==> src/rtl/s_axi_reg_pkg.sv <==
// Shared types and address decode for the AXI4 register bank.
package s_axi_reg_pkg;

  typedef enum logic [1:0] {
    OKAY   = 2'b00,
    EXOKAY = 2'b01,
    SLVERR = 2'b10,
    DECERR = 2'b11
  } resp_t;

  typedef enum logic [1:0] {
    W_IDLE   = 2'd0,
    W_HAVE_A = 2'd1,
    W_HAVE_D = 2'd2,
    W_RESP   = 2'd3
  } wr_state_t;

  typedef enum logic {
    R_IDLE = 1'b0,
    R_DATA = 1'b1
  } rd_state_t;

  // True when the byte address falls inside the register window.
  function automatic logic addr_in_range(input logic [63:0] addr,
                                         input int unsigned lsb,
                                         input int unsigned num_regs);
    return (addr >> lsb) < 64'(num_regs);
  endfunction

  // Register index; sub-word address bits are discarded.
  function automatic int unsigned addr_index(input logic [63:0] addr,
                                             input int unsigned lsb,
                                             input int unsigned num_regs);
    logic [63:0] word;
    word = (addr >> lsb) & 64'(num_regs - 1);
    return word[31:0];
  endfunction

endpackage

==> src/rtl/s_axi_reg_bank.sv <==
// Single-beat AXI4 slave register bank with byte strobes, read-only
// protection and decode errors; all registers exported on regs_o.
module s_axi_reg_bank
  import s_axi_reg_pkg::*;
#(
  parameter int unsigned          DATA_W    = 32,
  parameter int unsigned          ADDR_W    = 32,
  parameter int unsigned          ID_W      = 4,
  parameter int unsigned          NUM_REGS  = 8,
  parameter logic [DATA_W-1:0]    RESET_VAL = '0,
  parameter logic [NUM_REGS-1:0]  RO_MASK   = '0
) (
  input  logic                       clk,
  input  logic                       areset,
  input  logic [ID_W-1:0]            awid_i,
  input  logic [ADDR_W-1:0]          awaddr_i,
  input  logic                       awvalid_i,
  output logic                       awready_o,
  input  logic [DATA_W-1:0]          wdata_i,
  input  logic [DATA_W/8-1:0]        wstrb_i,
  input  logic                       wlast_i,
  input  logic                       wvalid_i,
  output logic                       wready_o,
  output logic [ID_W-1:0]            bid_o,
  output logic [1:0]                 bresp_o,
  output logic                       bvalid_o,
  input  logic                       bready_i,
  input  logic [ID_W-1:0]            arid_i,
  input  logic [ADDR_W-1:0]          araddr_i,
  input  logic                       arvalid_i,
  output logic                       arready_o,
  output logic [ID_W-1:0]            rid_o,
  output logic [DATA_W-1:0]          rdata_o,
  output logic [1:0]                 rresp_o,
  output logic                       rlast_o,
  output logic                       rvalid_o,
  input  logic                       rready_i,
  output logic [NUM_REGS*DATA_W-1:0] regs_o
);

  localparam int unsigned STRB_W = DATA_W / 8;
  localparam int unsigned LSB    = $clog2(STRB_W);
  localparam int unsigned IDX_W  = $clog2(NUM_REGS);

  wr_state_t           wr_state_q, wr_state_d;
  logic                awready_q, awready_d, wready_q, wready_d;
  logic                bvalid_q, bvalid_d;
  logic [ID_W-1:0]     bid_q, bid_d;
  resp_t               bresp_q, bresp_d;
  logic [ADDR_W-1:0]   awaddr_q, awaddr_d;
  logic [ID_W-1:0]     awid_q, awid_d;
  logic [DATA_W-1:0]   wdata_q, wdata_d;
  logic [STRB_W-1:0]   wstrb_q, wstrb_d;
  logic [DATA_W-1:0]   regs_q [NUM_REGS];
  logic [DATA_W-1:0]   regs_d [NUM_REGS];

  rd_state_t           rd_state_q, rd_state_d;
  logic                arready_q, arready_d, rvalid_q, rvalid_d;
  logic [ID_W-1:0]     rid_q, rid_d;
  logic [DATA_W-1:0]   rdata_q, rdata_d;
  resp_t               rresp_q, rresp_d;

  logic                commit;
  logic [ADDR_W-1:0]   c_addr;
  logic [ID_W-1:0]     c_id;
  logic [DATA_W-1:0]   c_data;
  logic [STRB_W-1:0]   c_strb;
  logic                c_ok, ar_ok;
  logic [IDX_W-1:0]    c_idx, ar_idx;

  logic aw_hs, w_hs, ar_hs;
  assign aw_hs = awvalid_i & awready_q;
  assign w_hs  = wvalid_i  & wready_q;
  assign ar_hs = arvalid_i & arready_q;

  // Each W beat is a complete transaction, so the last flag carries no information.
  logic unused_wlast;
  assign unused_wlast = wlast_i;

  // Write channel: collect AW and W in either order, commit, then hold the response.
  always_comb begin
    wr_state_d = wr_state_q;
    awready_d  = awready_q;
    wready_d   = wready_q;
    bvalid_d   = bvalid_q;
    bid_d      = bid_q;
    bresp_d    = bresp_q;
    awaddr_d   = awaddr_q;
    awid_d     = awid_q;
    wdata_d    = wdata_q;
    wstrb_d    = wstrb_q;
    regs_d     = regs_q;
    commit     = 1'b0;
    c_addr     = awaddr_i;
    c_id       = awid_i;
    c_data     = wdata_i;
    c_strb     = wstrb_i;

    case (wr_state_q)
      W_IDLE: begin
        if (aw_hs && w_hs) begin
          commit = 1'b1;
        end else if (aw_hs) begin
          awaddr_d   = awaddr_i;
          awid_d     = awid_i;
          awready_d  = 1'b0;
          wr_state_d = W_HAVE_A;
        end else if (w_hs) begin
          wdata_d    = wdata_i;
          wstrb_d    = wstrb_i;
          wready_d   = 1'b0;
          wr_state_d = W_HAVE_D;
        end
      end
      W_HAVE_A: begin
        c_addr = awaddr_q;
        c_id   = awid_q;
        commit = w_hs;
      end
      W_HAVE_D: begin
        c_data = wdata_q;
        c_strb = wstrb_q;
        commit = aw_hs;
      end
      W_RESP: begin
        if (bready_i) begin
          bvalid_d   = 1'b0;
          awready_d  = 1'b1;
          wready_d   = 1'b1;
          wr_state_d = W_IDLE;
        end
      end
      default: wr_state_d = W_IDLE;
    endcase

    c_ok  = addr_in_range(64'(c_addr), LSB, NUM_REGS);
    c_idx = IDX_W'(addr_index(64'(c_addr), LSB, NUM_REGS));

    if (commit) begin
      wr_state_d = W_RESP;
      awready_d  = 1'b0;
      wready_d   = 1'b0;
      bvalid_d   = 1'b1;
      bid_d      = c_id;
      if (!c_ok) begin
        bresp_d = DECERR;
      end else if (RO_MASK[c_idx]) begin
        bresp_d = SLVERR;
      end else begin
        bresp_d = OKAY;
        for (int k = 0; k < STRB_W; k++) begin
          if (c_strb[k]) regs_d[c_idx][k*8 +: 8] = c_data[k*8 +: 8];
        end
      end
    end
  end

  // Read channel: sample the pre-commit register array on the AR handshake.
  always_comb begin
    rd_state_d = rd_state_q;
    arready_d  = arready_q;
    rvalid_d   = rvalid_q;
    rid_d      = rid_q;
    rdata_d    = rdata_q;
    rresp_d    = rresp_q;
    ar_ok      = addr_in_range(64'(araddr_i), LSB, NUM_REGS);
    ar_idx     = IDX_W'(addr_index(64'(araddr_i), LSB, NUM_REGS));

    case (rd_state_q)
      R_IDLE: begin
        if (ar_hs) begin
          rid_d      = arid_i;
          rdata_d    = ar_ok ? regs_q[ar_idx] : '0;
          rresp_d    = ar_ok ? OKAY : DECERR;
          rvalid_d   = 1'b1;
          arready_d  = 1'b0;
          rd_state_d = R_DATA;
        end
      end
      R_DATA: begin
        if (rready_i) begin
          rvalid_d   = 1'b0;
          arready_d  = 1'b1;
          rd_state_d = R_IDLE;
        end
      end
      default: rd_state_d = R_IDLE;
    endcase
  end

  // State and output registers; reset abandons any partial transaction.
  always_ff @(posedge clk) begin
    if (areset) begin
      wr_state_q <= W_IDLE;
      awready_q  <= 1'b1;
      wready_q   <= 1'b1;
      bvalid_q   <= 1'b0;
      bid_q      <= '0;
      bresp_q    <= OKAY;
      awaddr_q   <= '0;
      awid_q     <= '0;
      wdata_q    <= '0;
      wstrb_q    <= '0;
      for (int i = 0; i < NUM_REGS; i++) regs_q[i] <= RESET_VAL;
      rd_state_q <= R_IDLE;
      arready_q  <= 1'b1;
      rvalid_q   <= 1'b0;
      rid_q      <= '0;
      rdata_q    <= '0;
      rresp_q    <= OKAY;
    end else begin
      wr_state_q <= wr_state_d;
      awready_q  <= awready_d;
      wready_q   <= wready_d;
      bvalid_q   <= bvalid_d;
      bid_q      <= bid_d;
      bresp_q    <= bresp_d;
      awaddr_q   <= awaddr_d;
      awid_q     <= awid_d;
      wdata_q    <= wdata_d;
      wstrb_q    <= wstrb_d;
      regs_q     <= regs_d;
      rd_state_q <= rd_state_d;
      arready_q  <= arready_d;
      rvalid_q   <= rvalid_d;
      rid_q      <= rid_d;
      rdata_q    <= rdata_d;
      rresp_q    <= rresp_d;
    end
  end

  assign awready_o = awready_q;
  assign wready_o  = wready_q;
  assign bvalid_o  = bvalid_q;
  assign bid_o     = bid_q;
  assign bresp_o   = bresp_q;
  assign arready_o = arready_q;
  assign rvalid_o  = rvalid_q;
  assign rlast_o   = rvalid_q;
  assign rid_o     = rid_q;
  assign rdata_o   = rdata_q;
  assign rresp_o   = rresp_q;

  for (genvar g = 0; g < NUM_REGS; g++) begin : g_regs_out
    assign regs_o[g*DATA_W +: DATA_W] = regs_q[g];
  end

endmodule

==> config.mk <==
export PLATFORM = sky130hd
export DESIGN_NAME = s_axi_reg_bank
export DESIGN_NICKNAME = d
export VERILOG_FILES = /design/src/rtl/s_axi_reg_pkg.sv /design/src/rtl/s_axi_reg_bank.sv
export SDC_FILE = /design/constraint.sdc
export NUM_CORES = 1
export LEC_CHECK = 0
export CAP_MARGIN = 30
export CORE_MARGIN = 3
export CORE_UTILIZATION = 50
export DETAILED_ROUTE_END_ITERATION = 12
export PLACE_DENSITY = 0.81
export SYNTH_ARGS = -nofsm -noshare
export SYNTH_HDL_FRONTEND = slang
export SYNTH_SLANG_ARGS = --single-unit
==> constraint.sdc <==
create_clock -name clk -period 4.01 [get_ports clk]
set_clock_uncertainty 0.15 [all_clocks]
set_input_delay 0.802 -clock clk [delete_from_list [all_inputs] [get_ports clk]]
set_output_delay 0.802 -clock clk [all_outputs]
set_load 0.01 [all_outputs]
==> out/results.tsv <==
stage	metric	value	unit
outcome	status	complete, no violations	
pwr	p_sw_share	23.8	%
logic_synthesis	synthAdderAreaFrac	0	%
critical_path	cp_top_family	simple AND/OR/NAND/NOR gates	
timing	setup_tns	0	ns
layout	utilization	69.1	%
pwr	ir_drop	0.000274	V
drt	via_per_inst	5.60	
drt	wl_per_cell	21.4	µm
logic_synthesis	synth.area.top_cells	dfxtp_1, mux2i_1, nand2b_1, mux4_2, nand2_1	
floorplan	dieArea	36200	µm²
pwr	p_comb_share	9.5	%
logic_synthesis	muxShareOfSynthArea	26.0	%
logic_synthesis	synth_top_family_by_area	multiplexers	
logic_synthesis	synth_simple_gate_area_share	19.7	%
logic_synthesis	synth_cell_types	44	
critical_path	ff2ff_path_depth	5	
place	gp_congestion	0.862	
logic_synthesis	synth_compound_area_share	6.85	%
global_route	grt_max_degree	157	
critical_path	path_class	reg2reg	
critical_path	rr_endpoint	regs_o[49]$_SDFFE_PP0P_	
pwr	power.density	361	nW/µm²
timing	rsz0062_at_grt	no	
floorplan	die_x	190	µm
global_route	antenna_found_initial	5	
floorplan	core_area	32900	µm²
logic_synthesis	ys_async_sr_fraction	0	%
timing	period_share	84.0	%
logic_synthesis	synth_top_cell_area_share	44.4	%
drt	drt-initial-drc-count	909	
drt	num_vias	13873	
critical_path	slowest_stage	nand2b_1	
hold_path	min_from	awaddr_q[27]$_SDFFE_PP0P_	
logic_synthesis	ys_seq_area_share	44.4	%
logic_synthesis	syn_avg_cell_area	10.4	µm²
clock_network	root_buffer	clkbuf_16	
timing	worst_slew_pin_slew	0.905	ns
logic_synthesis	synth_nets	1740	
global_route	grt-ovfl-total	0	
floorplan	start_util	51.5	%
logic_synthesis	synth_ff_type	dfxtp_1	
timing	hold_viol_final	0	
critical_path	crit_fanout	14	
critical_path	crit_buf_inv	0	
critical_path	cpPeakStageDelay	0.74	ns
clock_network	hold_buffers	0	
hold_path	min_to	awaddr_q[27]$_SDFFE_PP0P_	
critical_path	r2r_start	wr_state_q[1]$_SDFFE_PP0P_	
critical_path	endpoint_kind	flip-flop	
flow_run	drv_cap	0	
global_route	grt_pass1_vias	14149	
layout	layoutNonFillerInstCount	2478	
place	portBuffers	416	
timing	slew_headroom	39.7	%
drt	drcViolationCount	0	
critical_path	path_cells	nand2b_1 > nand4_4 > a221oi_4 > nand3_2 > mux2i_1	
floorplan	ios	422	
clock_network	cts_made_buffers	40	
logic_synthesis	synth-edff-count	0	
logic_synthesis	ys_seq_elements	376	
critical_path	worstPathRequired	4.29	ns
drt	totalWireLength	53100	µm
critical_path	arrival	3.65	ns
clock_network	cts.sinks	376	
clock_network	cts-resized-gates	0	
clock_network	cts_max_level	2	
layout	drive_above_1_share	11.5	%
timing	drv_slew	0	
pwr	p_sw	0.00195	W
place	dpl.cell_count	2407	
drt	drt_first_pass_iters	5	
clock_network	clockBufferDepth	3	
layout	fin_nets	2123	
critical_path	cp-start-kind	flip-flop	
clock_network	clock_latency	0.52	ns
pwr	p_seq_share	46.7	%
floorplan	rows	66	
critical_path	r2r_slack	0.64	ns
hold_path	hold_path_class	reg2reg	
pwr	power	0.00822	W
pwr	p_leak	9.41	nW
global_route	track_usage	28.2	%
layout	area_growth	34.2	%
logic_synthesis	yosys_warnings	0	
logic_synthesis	synth_xor_area_share	0	%
clock_network	cts_setup_buffers	0	
floorplan	fp.dieH	190	µm
timing	fmax	0.297	GHz
clock_network	tritoncts	done	
pwr	power_frac_clock	43.8	%
timing	setup_viol	0	
logic_synthesis	synthesis.instances	1624	
timing	period_needed	3.37	ns
clock_network	path_clk_slew	0.06	ns
global_route	grt_pass1_wl	80400	µm
place	place_hpwl	37700	µm
logic_synthesis	netlist_area	17000	µm²
pwr	power.internal	0.00627	W
logic_synthesis	yosys.area.top_type	dfxtp_1	
drt	final_antenna_net_count	0	
hold_path	hold_depth	2	
[worst register-to-register path, cell delays in order, from the launching register on]
cell and delay (ns):
dfxtp_1 0.58, nand2b_1 0.74, nand4_4 0.37, a221oi_4 0.65
nand3_2 0.50, mux2i_1 0.31
[power by group through the flow]
stage / Clock [W] / Sequential, W / Combinational, W
3_5_place_dp: 0 / 0.00392 / 0.000773
3_3_place_gp: 0 / 0.00392 / 0.000758
2_1_floorplan: 0 / 0.00392 / 0.000467
4_1_cts: 0.00364 / 0.00384 / 0.000776
5_1_grt: 0.00379 / 0.00385 / 0.000839
6_report: 0.00360 / 0.00384 / 0.000778
[layer usage]
| layer | up-vias | global-route usage (%) | routed length (µm) |
|---|---|---|---|
| met4 | 2 | 10.2 | 1780 |
| met2 | 533 | 48.5 | 25900 |
| li1 | 6435 | - | - |
| met5 | - | 0 | 11 |
| met1 | 6803 | 35.1 | 21600 |
| met3 | 100 | 5.90 | 3780 |
[placed cells by master (no fill, tap or decap), types with 5 or more instances in the layout]
cell,instances
or2b_2,10
clkbuf_8,8
nand4_1,6
a21o_1,12
or2b_1,15
clkbuf_16,41
clkdlybuf4s50_1,412
nand2_1,228
diode_2,5
a211oi_1,7
a21o_2,20
mux4_2,64
a2bb2oi_1,32
nand2b_1,235
a31oi_1,5
nor2_1,50
a21oi_1,80
buf_4,32
clkbuf_1,9
nor4_1,18
clkinv_2,5
dfxtp_1,376
nand3_2,27
mux2i_1,293
[area by class of cell]
class / count / area [µm²]
diodes: 5 / 12.5
clock buffers: 58 / 1170
clock inverters: 8 / 92.6
fillers: 2465 / 10200
inverters: 3 / 11.3
multi-input cells: 1137 / 8940
flip-flops and latches: 376 / 7530
well taps: 442 / 553
repair buffers: 449 / 4450
[worst max-delay path by stage]
stage,start,end,cells after the start
3_5_place_dp,awaddr_i[6],regs_o[66]$_SDFFE_PP0P_,6
4_1_cts,wr_state_q[1]$_SDFFE_PP0P_,regs_o[1]$_SDFFE_PP0P_,6
2_1_floorplan,awaddr_i[6],regs_o[14]$_SDFFE_PP0P_,6
3_3_place_gp,awaddr_i[6],regs_o[101]$_SDFFE_PP0P_,6
6_report,wr_state_q[1]$_SDFFE_PP0P_,regs_o[49]$_SDFFE_PP0P_,5
5_1_grt,wr_state_q[1]$_SDFFE_PP0P_,regs_o[66]$_SDFFE_PP0P_,5
[cells by family (layout without fill, tap and decap cells)]
group                  Yosys count  after routing
AND/OR/NAND/NOR                613            613
buffers and inverters          111            518
AO/OA/AOI/OAI                  164            164
other                            0              5
multiplexers                   360            360
flip-flops                     376            376
[state kept, by name, summed over array words and instances, names as in the netlist]
name        cells
awaddr_q       30
bid_o           4
awready_o       1
wstrb_q         4
wdata_q        32
wr_state_q      2
rresp_o         1
rdata_o        32
wready_o        1
regs_o        256
rd_state_q      1
awid_q          4
bvalid_o        1
rid_o           4
rlast_o         1
bresp_o         1
arready_o       1
[per-stage QoR]
| step | instance area, µm² | setup WS [ns] | hold WS [ns] |
|---|---|---|---|
| 2_1_floorplan | 17000 | 1.21 | 0.286 |
| 3_3_place_gp | 21500 | 0.364 | 0.292 |
| 3_5_place_dp | 21500 | 0.331 | 0.297 |
| 4_1_cts | 22700 | 0.670 | 0.304 |
| 5_1_grt | 22800 | 0.480 | 0.327 |
| 6_report | 22800 | 0.642 | 0.304 |
[cell usage after synthesis (all sizes together), types with 4 or more instances]
master,n
dfxtp,376
mux2i,294
nand2b,236
nand2,229
a21oi,80
clkbuf,74
mux4,64
nor2,51
a21o,32
a2bb2oi,32
buf,30
nand3,28
or2b,25
nor4,18
a211oi,7
nand4,7
a31oi,5
a221oi,4
nor3,4
(Power assumes the default switching activity.)
